`config.mk`:
```
export PLATFORM = sky130hd
export DESIGN_NAME = fetch_ctrl
export DESIGN_NICKNAME = d
export VERILOG_FILES = /design/src/rtl/riscv_fetch_pkg.sv /design/src/rtl/fetch_target_calc.sv /design/src/rtl/fetch_ctrl.sv
export SDC_FILE = /design/constraint.sdc
export NUM_CORES = 1
export LEC_CHECK = 0
export CORE_ASPECT_RATIO = 1.2
export CORE_UTILIZATION = 50
export CTS_CLUSTER_DIAMETER = 30
export CTS_CLUSTER_SIZE = 28
export DETAILED_ROUTE_END_ITERATION = 12
export PLACE_DENSITY = 0.81
export SLEW_MARGIN = 20
export SYNTH_ARGS = -nofsm -noshare
export SYNTH_HDL_FRONTEND = slang
export SYNTH_HIERARCHICAL = 1
export SYNTH_SLANG_ARGS = --single-unit
```
`constraint.sdc`:
```
create_clock -name clk -period 4.1 [get_ports clk]
set_clock_uncertainty 0.15 [all_clocks]
set_input_delay 1.025 -clock clk [delete_from_list [all_inputs] [get_ports clk]]
set_output_delay 1.025 -clock clk [all_outputs]
set_load 0.03 [all_outputs]
```
`src/rtl/riscv_fetch_pkg.sv`:
```
// Shared fetch-stage types and constants: FSM state encoding, redirect kinds,
// default reset PC and the immediate sign-extension helper.
package riscv_fetch_pkg;

  typedef enum logic [1:0] {
    FETCH = 2'd0,
    WAIT  = 2'd1,
    HOLD  = 2'd2
  } fetch_state_t;

  localparam logic KIND_JAL  = 1'b0;
  localparam logic KIND_JALR = 1'b1;

  localparam logic [31:0] DEFAULT_RESET_PC = 32'h0000_0000;
  localparam logic [31:0] PC_STEP          = 32'd4;

  function automatic logic [31:0] sext_imm(input logic [20:0] imm);
    return {{11{imm[20]}}, imm};
  endfunction

endpackage

```
`src/rtl/fetch_target_calc.sv`:
```
// Combinational redirect target: base + sext(imm), bit 0 cleared for JALR,
// and a flag when the resulting target is not 4-byte aligned in bit 1.
module fetch_target_calc
  import riscv_fetch_pkg::*;
(
  input  logic        kind,
  input  logic [20:0] imm,
  input  logic [31:0] base,
  output logic [31:0] target,
  output logic        misalign
);

  logic [31:0] sum;

  always_comb begin
    sum    = base + sext_imm(imm);
    target = sum;
    if (kind == KIND_JALR) begin
      target[0] = 1'b0;
    end
    misalign = target[1];
  end

endmodule

```
`src/rtl/fetch_ctrl.sv`:
```
// Instruction fetch controller: one outstanding imem request, FETCH/WAIT/HOLD
// sequencing, redirect handling with a single kill bit for in-flight responses.
module fetch_ctrl
  import riscv_fetch_pkg::*;
#(
  parameter logic [31:0] RESET_PC = DEFAULT_RESET_PC
) (
  input  logic        clk,
  input  logic        reset,
  input  logic        stall,
  input  logic        redirect_valid,
  input  logic        redirect_kind,
  input  logic [20:0] redirect_imm,
  input  logic [31:0] redirect_base,
  output logic        imem_req_valid,
  output logic [31:0] imem_addr,
  input  logic        imem_req_ready,
  input  logic        imem_rsp_valid,
  input  logic [31:0] imem_rsp_data,
  output logic        inst_valid,
  output logic [31:0] inst,
  output logic [31:0] inst_pc,
  input  logic        inst_ready,
  output logic        misalign
);

  fetch_state_t state, state_n;
  logic [31:0]  pc, pc_n;
  logic [31:0]  req_pc, req_pc_n;
  logic         kill, kill_n;
  logic [31:0]  inst_n, inst_pc_n;
  logic         inst_valid_n, misalign_n;

  logic [31:0]  target;
  logic         target_misalign;
  logic         redirect_ok;
  logic         req_fire;

  fetch_target_calc u_target (
    .kind     (redirect_kind),
    .imm      (redirect_imm),
    .base     (redirect_base),
    .target   (target),
    .misalign (target_misalign)
  );

  // Misaligned targets are dropped outright; only the pulse remains visible.
  assign redirect_ok = redirect_valid && !target_misalign;

  always_comb begin
    state_n        = state;
    pc_n           = pc;
    req_pc_n       = req_pc;
    kill_n         = kill;
    inst_n         = inst;
    inst_pc_n      = inst_pc;
    inst_valid_n   = inst_valid;
    misalign_n     = redirect_valid && target_misalign;
    imem_req_valid = (state == FETCH) && !stall && !reset;
    imem_addr      = reset ? RESET_PC : pc;
    req_fire       = imem_req_valid && imem_req_ready;

    case (state)
      FETCH: begin
        if (req_fire) begin
          req_pc_n = pc;
          pc_n     = pc + PC_STEP;
          state_n  = WAIT;
        end
        if (redirect_ok) begin
          pc_n = target;
          if (req_fire) begin
            kill_n = 1'b1;
          end
        end
      end
      WAIT: begin
        if (redirect_ok) begin
          pc_n = target;
          if (imem_rsp_valid) begin
            kill_n  = 1'b0;
            state_n = FETCH;
          end else begin
            kill_n = 1'b1;
          end
        end else if (imem_rsp_valid) begin
          if (kill) begin
            kill_n  = 1'b0;
            state_n = FETCH;
          end else begin
            inst_n       = imem_rsp_data;
            inst_pc_n    = req_pc;
            inst_valid_n = 1'b1;
            state_n      = HOLD;
          end
        end
      end
      HOLD: begin
        if (redirect_ok) begin
          pc_n         = target;
          inst_valid_n = 1'b0;
          state_n      = FETCH;
        end else if (inst_ready) begin
          inst_valid_n = 1'b0;
          state_n      = FETCH;
        end
      end
      default: begin
        state_n = FETCH;
      end
    endcase
  end

  always_ff @(posedge clk) begin
    if (reset) begin
      state      <= FETCH;
      pc         <= RESET_PC;
      req_pc     <= RESET_PC;
      kill       <= 1'b0;
      inst       <= '0;
      inst_pc    <= '0;
      inst_valid <= 1'b0;
      misalign   <= 1'b0;
    end else begin
      state      <= state_n;
      pc         <= pc_n;
      req_pc     <= req_pc_n;
      kill       <= kill_n;
      inst       <= inst_n;
      inst_pc    <= inst_pc_n;
      inst_valid <= inst_valid_n;
      misalign   <= misalign_n;
    end
  end

endmodule

```
==> metrics.md <==
| Metric | Value |
|---|---|
| Post-Syn Area | `between 7000 and 8000 sq um` |
| Post-synthesis cell type count | `76` |
| Post-synthesis sequential element count | `approximately 130` |
| DRC | `0` |
| Critical path class | `input port to output pin` |
| Async SR Flop Fraction | `0%` |
| Post-synth top area cell | `dfxtp_1` |
| Final setup margin | `between 300 and 400 ps` |
| Multiplexer area fraction after synthesis | `less than 1%` |
| DRT Pass-1 Iters | `5` |
| Inserted Diodes | `0` |
| Port bufs | `approximately 190` |
| CP peak stage delay | `~600 ps` |
| Critical path's slowest cell | `clkdlybuf4s50_1` |
| Mean Syn Cell Area | `around 7.5 sq um` |
| Placed inst area | `a little over 10000 sq um` |
| Clk_lat worst skew | `slightly above 400 ps` |
| Switching power | `~1.7 mW` |
| Final setup viols | `0` |
| Routed vias | `around 8.2k` |
| Total Neg Setup Slack | `0 ps` |
| Clk root buf | `clkbuf_16` |
| Comb pwr share | `about a third` |
| FF+latch area | `2660 sq um` |
| Top_reg_cell synth | `dfxtp_1` |
| Adder-Cell Fraction of Synth Area | `6.16%` |
| Total chip power | `around 4.7 mW` |
| Clock Pin Slew Worst Setup and Hold Paths | `roughly 60 ps` |
| Vias in the first global route | `7803` |
| Dominant cells by area after synthesis | `dfxtp_1 34%, nand2_1 10%, a21oi_1 7.1%` |
| Resized Gates After CTS | `0` |
| Lkg Pwr | `a little under 4 nW` |
| EDFF count, synth | `0` |
| Final core occ | `between 70% and 80%` |
| Final antenna-violating net count | `0` |
| Post-synth top area share | `about a third` |
| Place WS | `approximately 120 ps` |
| Row cnt | `~50` |
| Drt total wl | `22800 um` |
| Synth Area in Simple Gates | `~28%` |
| FF-to-FF path depth | `7` |
| XOR/XNOR Fraction of Synth Area | `roughly 3.1%` |
| Clk buf depth | `2` |
| Arrival time worst endpoint | `2550 ps` |
| Crit path launch type | `input port` |
| Compound-Gate Fraction of Synth Area | `a little under a quarter` |
| Largest family of logic cells by synthesized area | `simple AND/OR/NAND/NOR gates` |
| First-pass GRT wire length | `between 30000 and 40000 um` |
| Final Hold Vio Count | `0` |
| CP most frequent cell | `buf_4` |
| Non-Filler Instances | `1445` |
| Largest net degree at the start of global routing | `65` |
| Nets | `1359` |
| P&R area growth vs syn | `36.2%` |
| Seq pwr share | `approximately 34%` |
| FILL cells | `roughly 1.3k` |
| Fmax | `268 MHz` |
| H-tree depth | `4` |
| Share of post-route cells with drive strength above 1 | `7.49%` |
| Max-slew violations | `0` |
| Area of the multi-input gates | `4870 sq um` |
| DP HPWL | `around 17000 um` |
| Sw frac | `a little over a third` |
| Tot GR Track Use | `between 20 and 30%` |
| Worst EP required | `~3000 ps` |
| Post-Syn Nets | `1173` |
| Crit Path Max Fanout | `61` |
| VDD IR max | `between 0.3 and 0.4 mV` |
| Min Tclk post-route | `3730 ps` |
| MaxCap Viol Count | `0` |
| Vias per cell | `between 5 and 6` |
| Synth warnings | `6` |
| Die height | `139 um` |
| Clk pwr share | `32.2%` |
| Placer Congestion | `between 0.9 and 1` |
| Tcrit/Tclk final | `around nine tenths` |
| Hold_ws | `approximately 300 ps` |
| Slew HR | `a little under half` |
| Die area | `about 16000 sq um` |
| Num CTS Buffers | `17` |
| First DRT Iteration DRCs | `about 810` |
| Syn Inst Count | `around 1.0k` |
| Core box area | `between 15000 and 20000 sq um` |
| Pwr/cell area | `around 440 nW/um^2` |
| CTS tree | `yes` |
| Most frequent cells after synthesis | `215 x nand2_1, 133 x dfxtp_1, 112 x a21oi_1, 84 x o21ai_0, 61 x nor2_1` |
| Post-synthesis sequential area ratio | `between 30% and 40%` |
| Clock sinks | `133` |
| # IOs | `approximately 190` |
| Placed insts | `approximately 1.4k` |
| Wirelength per Cell | `15.8 um` |
| Min-Delay Path Class | `flip-flop to flip-flop` |
| Most frequent cell after synthesis | `nand2_1` |
| Pint | `roughly 3 mW` |
| Finished Cell Area | `roughly 11000 sq um` |
| Hold Path Depth | `2` |
| Post-CTS Setup Bufs | `0` |
| Hold-fix buffer count after cts | `0` |
| Worst-path cell chain | `buf_4 -> buf_4 -> nor2b_1 -> clkdlybuf4s50_1` |
| Worst-Margin Slew | `809 ps` |
| Crit end category | `output pin` |
| Starting Density | `51.8%` |
| Status | `complete, no violations` |
| RSZ-0062 raised after global routing | `no` |
| Initial antenna violation count | `0` |
| Total gr overflow | `0` |
| Die W | `between 100 and 150 um` |
[worst paths after layout]
check | slack (ps) | start | end
worst max-delay path | 370 | reset | imem_addr[30]
worst min-delay path | 300 | req_pc[27]$_SDFFE_PP0P_ | inst_pc[27]$_SDFFE_PP0P_
worst max register to register | 1550 | state[0]$_SDFFE_PP0P_ | pc[21]$_SDFFE_PP0P_
worst min register to register | 300 | req_pc[27]$_SDFFE_PP0P_ | inst_pc[27]$_SDFFE_PP0P_
[layout by cell type (no fill, tap or decap), drive strengths merged, types with 5 or more instances in the layout]
master	instances
and2	6
nand2b	37
xor2	14
a211oi	7
or3	7
o31ai	7
and3	9
nor3	22
nand4	16
inv	23
o21ai	85
nand2	215
nor3b	5
xnor2	14
dfxtp	133
nor2	62
o21a	7
buf	38
o211ai	7
clkinv	7
a21o	14
a31oi	10
clkdlybuf4s50	190
nand3	24
ha	37
nor4	10
clkbuf	19
a22oi	5
a21oi	112
nor2b	32
[layer usage]
layer  share of wire, %  wire length, um  global-route usage, %
met1                 42             9540                   35.1
met2                 50            11500                   48.8
met4                2.5              565                   11.0
met5                  0                0                      0
met3                5.4             1240                   4.22
[area by class of cell]
class	count	share of cell area (%)
Multi-Input combinational cell	828	45.5
Sequential cell	133	24.9
Timing Repair Buffer	228	20.9
Clock buffer	19	4.14
Tap cell	204	2.39
Clock inverter	13	1.38
Inverter	20	0.702
[sequential cells by signal, indices dropped and copies added (netlist names)]
register,count
inst,32
inst_pc,32
pc,32
req_pc,32
state,2
inst_valid,1
kill,1
misalign,1
[worst max-delay path, delay by kind of cell]
| family | cells | cell delay [ps] |
|---|---|---|
| buffers and inverters | 3 | 1420 |
| AND/OR/NAND/NOR | 1 | 60 |
[power groups by stage]
stage,combinational [mW],clock [mW],sequential (mW)
after floorplan,0.965,0,1.61
after global placement,1.51,0,1.60
after detailed placement,1.53,0,1.61
after CTS,1.55,1.51,1.58
after global routing,1.70,1.58,1.61
final,1.56,1.50,1.59
[kinds of logic after synthesis]
kind of cell | after synthesis
adders and majority gates | 38
DFF | 133
muxes | 7
and+or+nand+nor | 454
buffers and inverters | 81
AOI/OAI and AO/OA | 301
xor gates and xnor gates | 28
Note: power is estimated with default switching activity, not from simulation.
==> edit: new RTL, same flow settings <==
Reset style: asynchronous (`reset`), changed in one clocked block.
--- a/src/rtl/fetch_ctrl.sv
+++ b/src/rtl/fetch_ctrl.sv
@@ -112,5 +112,5 @@
   end
 
-  always_ff @(posedge clk) begin
+  always_ff @(posedge clk or posedge reset) begin
     if (reset) begin
       state      <= FETCH;
Formal check against the unedited RTL: differs if reset is asserted again (counterexample within 4 cycles, from zero or initial values and one cycle with reset high); with reset held inactive, the same outputs for 4 cycles.
==> edit against the original RTL <==
  * Global-route usage decreased by 2.2 points
  * Fmax increased by 0.78%
  * Sequential share of layout area increased by 5.9 points
  * Sequential cell count unchanged
  * Setup slack improved by 0.029 ns
  * Synthesized cell count decreased by 25%
  * Routed wire length decreased by 8.3%
  * Cell count decreased by 17%
  * Area after synthesis increased by 2.1%
  * Final area increased by 1.2%
  * Via count decreased by 14%
  * Largest cell class unchanged
Power is not compared: it rests on default switching activity, and its combinational part moved more than twofold at a synthesized area within 25%.
==> edit: results (changes against the original RTL) <==
<table>
<tr><th>Metric</th><th>Value</th></tr>
<tr><th colspan="2">GRT</th></tr>
<tr><td>Number of global-route vias before repair</td><td>7,005 (-10%)</td></tr>
<tr><td>GRT Overall Usage</td><td>0.262 (-0.0224)</td></tr>
<tr><td>Antenna violations before repair</td><td>0 (unchanged)</td></tr>
<tr><td>Maximum number of pins on one net before global-route repair</td><td>72 (+11%)</td></tr>
<tr><th colspan="2">Yosys</th></tr>
<tr><td>Post-synthesis xor/xnor area fraction</td><td>0.0295 (-0.00173)</td></tr>
<tr><td>Number of nets produced by synthesis</td><td>916 (-22%)</td></tr>
<tr><td>Synthesized-area fraction occupied by adder cells</td><td>0.0603 (-0.00125)</td></tr>
<tr><td>Fraction of the yosys area taken by sequential cells</td><td>0.416 (+0.0762)</td></tr>
<tr><td>Top cells by area in the synthesized netlist</td><td>dfrtp_1 (42%), mux2_2 (13%), ha_1 (5.8%)</td></tr>
<tr><td>Count of cell types in the netlist</td><td>74 (-2.6%)</td></tr>
<tr><td>Leading cell types by count after synthesis</td><td>dfrtp_1 (133), mux2_2 (93), a21oi_1 (56)</td></tr>
<tr><td>Compound-gate portion of the synthesized area</td><td>0.166 (-0.0709)</td></tr>
<tr><td>Synth Instances</td><td>785 (-25%)</td></tr>
<tr><td>Multiplexer area fraction after synthesis</td><td>0.143 (+0.134)</td></tr>
<tr><th colspan="2">Setup path</th></tr>
<tr><td>CP max FO</td><td>4 (-93%)</td></tr>
<tr><td>Destination of the critical timing path</td><td>imem_req_valid</td></tr>
<tr><td>Crit-path max cell delay</td><td>0.68 ns (+0.08 ns)</td></tr>
<tr><td>Worst flop-to-flop path startpoint</td><td>pc[2]</td></tr>
<tr><td>Flop2flop setup slack</td><td>1.73 ns (+0.18 ns)</td></tr>
<tr><td>Arr. time, crit path</td><td>2.52 ns (-0.03 ns)</td></tr>
<tr><th colspan="2">Cells and area</th></tr>
<tr><td>Fraction of layout instances using a drive strength above 1</td><td>0.206 (+0.131)</td></tr>
<tr><td>Number of nets in the final layout</td><td>1,114 (-18%)</td></tr>
<tr><th colspan="2">Placed design</th></tr>
<tr><td>Post-placement cell count</td><td>1,172 (-17%)</td></tr>
<tr><td>Final estimated routing congestion in global placement</td><td>0.950 (-3.0%)</td></tr>
<tr><td>Worst slack at placement</td><td>0.0723 ns (-0.0525 ns)</td></tr>
<tr><td>Placed wire-length estimate after detailed placement</td><td>15.4 mm (-8.1%)</td></tr>
<tr><th colspan="2">Timing</th></tr>
<tr><td>Max frequency</td><td>270 MHz (+0.78%)</td></tr>
<tr><th colspan="2">Detailed routing</th></tr>
<tr><td>Number of DRC violations after detailed-routing iteration 0</td><td>728 (-9.6%)</td></tr>
<tr><td>Average via count per standard cell</td><td>5.87 (+3.9%)</td></tr>
<tr><td>Final Routed Wirelength</td><td>20.9 mm (-8.3%)</td></tr>
<tr><th colspan="2">Hold path</th></tr>
<tr><td>Min-Delay Path Depth</td><td>1 (-1)</td></tr>
<tr><th colspan="2">Run status</th></tr>
<tr><td>Run status</td><td>completed</td></tr>
</table>
edit: cell count changes after synthesis, sizes merged, moves of 9 or more:
| cell | before | now |
|---|---|---|
| o21ai | 85 | 40 |
| nor2 | 62 | 48 |
| dfxtp | 133 | 0 |
| nand2b | 37 | 5 |
| nand2 | 215 | 49 |
| a21oi | 112 | 56 |
| a2bb2oi | 3 | 12 |
| nand3 | 24 | 33 |
| o22ai | 0 | 10 |
| dfrtp | 0 | 133 |
| mux2 | 3 | 99 |
| clkbuf | 40 | 18 |
edit: how the worst min path moves through the flow:
stage | start | end | slack, ns
after global placement | req_pc[24] | req_pc[24] | 0.32
after detailed placement | inst_pc[14] | inst_pc[14] | 0.33
final | inst_pc[14] | inst_pc[14] | 0.33
after floorplan | req_pc[24] | req_pc[24] | 0.30
after global routing | req_pc[14] | inst_pc[14] | 0.37
after CTS | inst_pc[14] | inst_pc[14] | 0.34
edit: per-stage QoR:
| step | hold slack, ns | instance area, sq um | utilization | power, mW |
|---|---|---|---|---|
| after floorplan | 0.302 | 8010 | - | 5.06 |
| after global routing | 0.367 | 10800 | 0.691 | 8.58 |
| after detailed placement | 0.326 | 10200 | 0.654 | 6.60 |
| final | 0.334 | 10800 | 0.691 | 8.14 |
| after CTS | 0.339 | 10800 | 0.691 | 8.14 |
| after global placement | 0.315 | 10200 | 0.654 | 6.47 |
edit: metal layers:
metal,vias to the layer above,track usage,share of wire
met5,-,0,0
met4,0,0.0985,0.025
met3,48,0.0409,0.050
met2,298,0.453,0.50
met1,3406,0.330,0.42
li1,3313,-,-
edit: logic make-up after synthesis:
kind of cell,count (synthesis)
simple gates,232
flops,133
mux,102
buf+inv,55
compound gates,198
xor+xnor,27
fa+ha+maj,38
edit: layout make-up:
class                           instances  area, sq um
Fill cell                            1151         4830
Multi-Input combinational cell        597         4450
Clock buffer                           17          425
Clock inverter                         14          164
Inverter                               16         63.8
Timing Repair Buffer                  218         2120
Tap cell                              208          260
Sequential cell                       133         3330
edit: power breakdown:
group | internal [mW] | switching, mW | leakage, nW
clock network | 0.908 | 0.603 | 0.280
logic | 1.87 | 2.24 | 2.65
registers | 1.97 | 0.549 | 1.56
total | 4.75 | 3.39 | 4.49
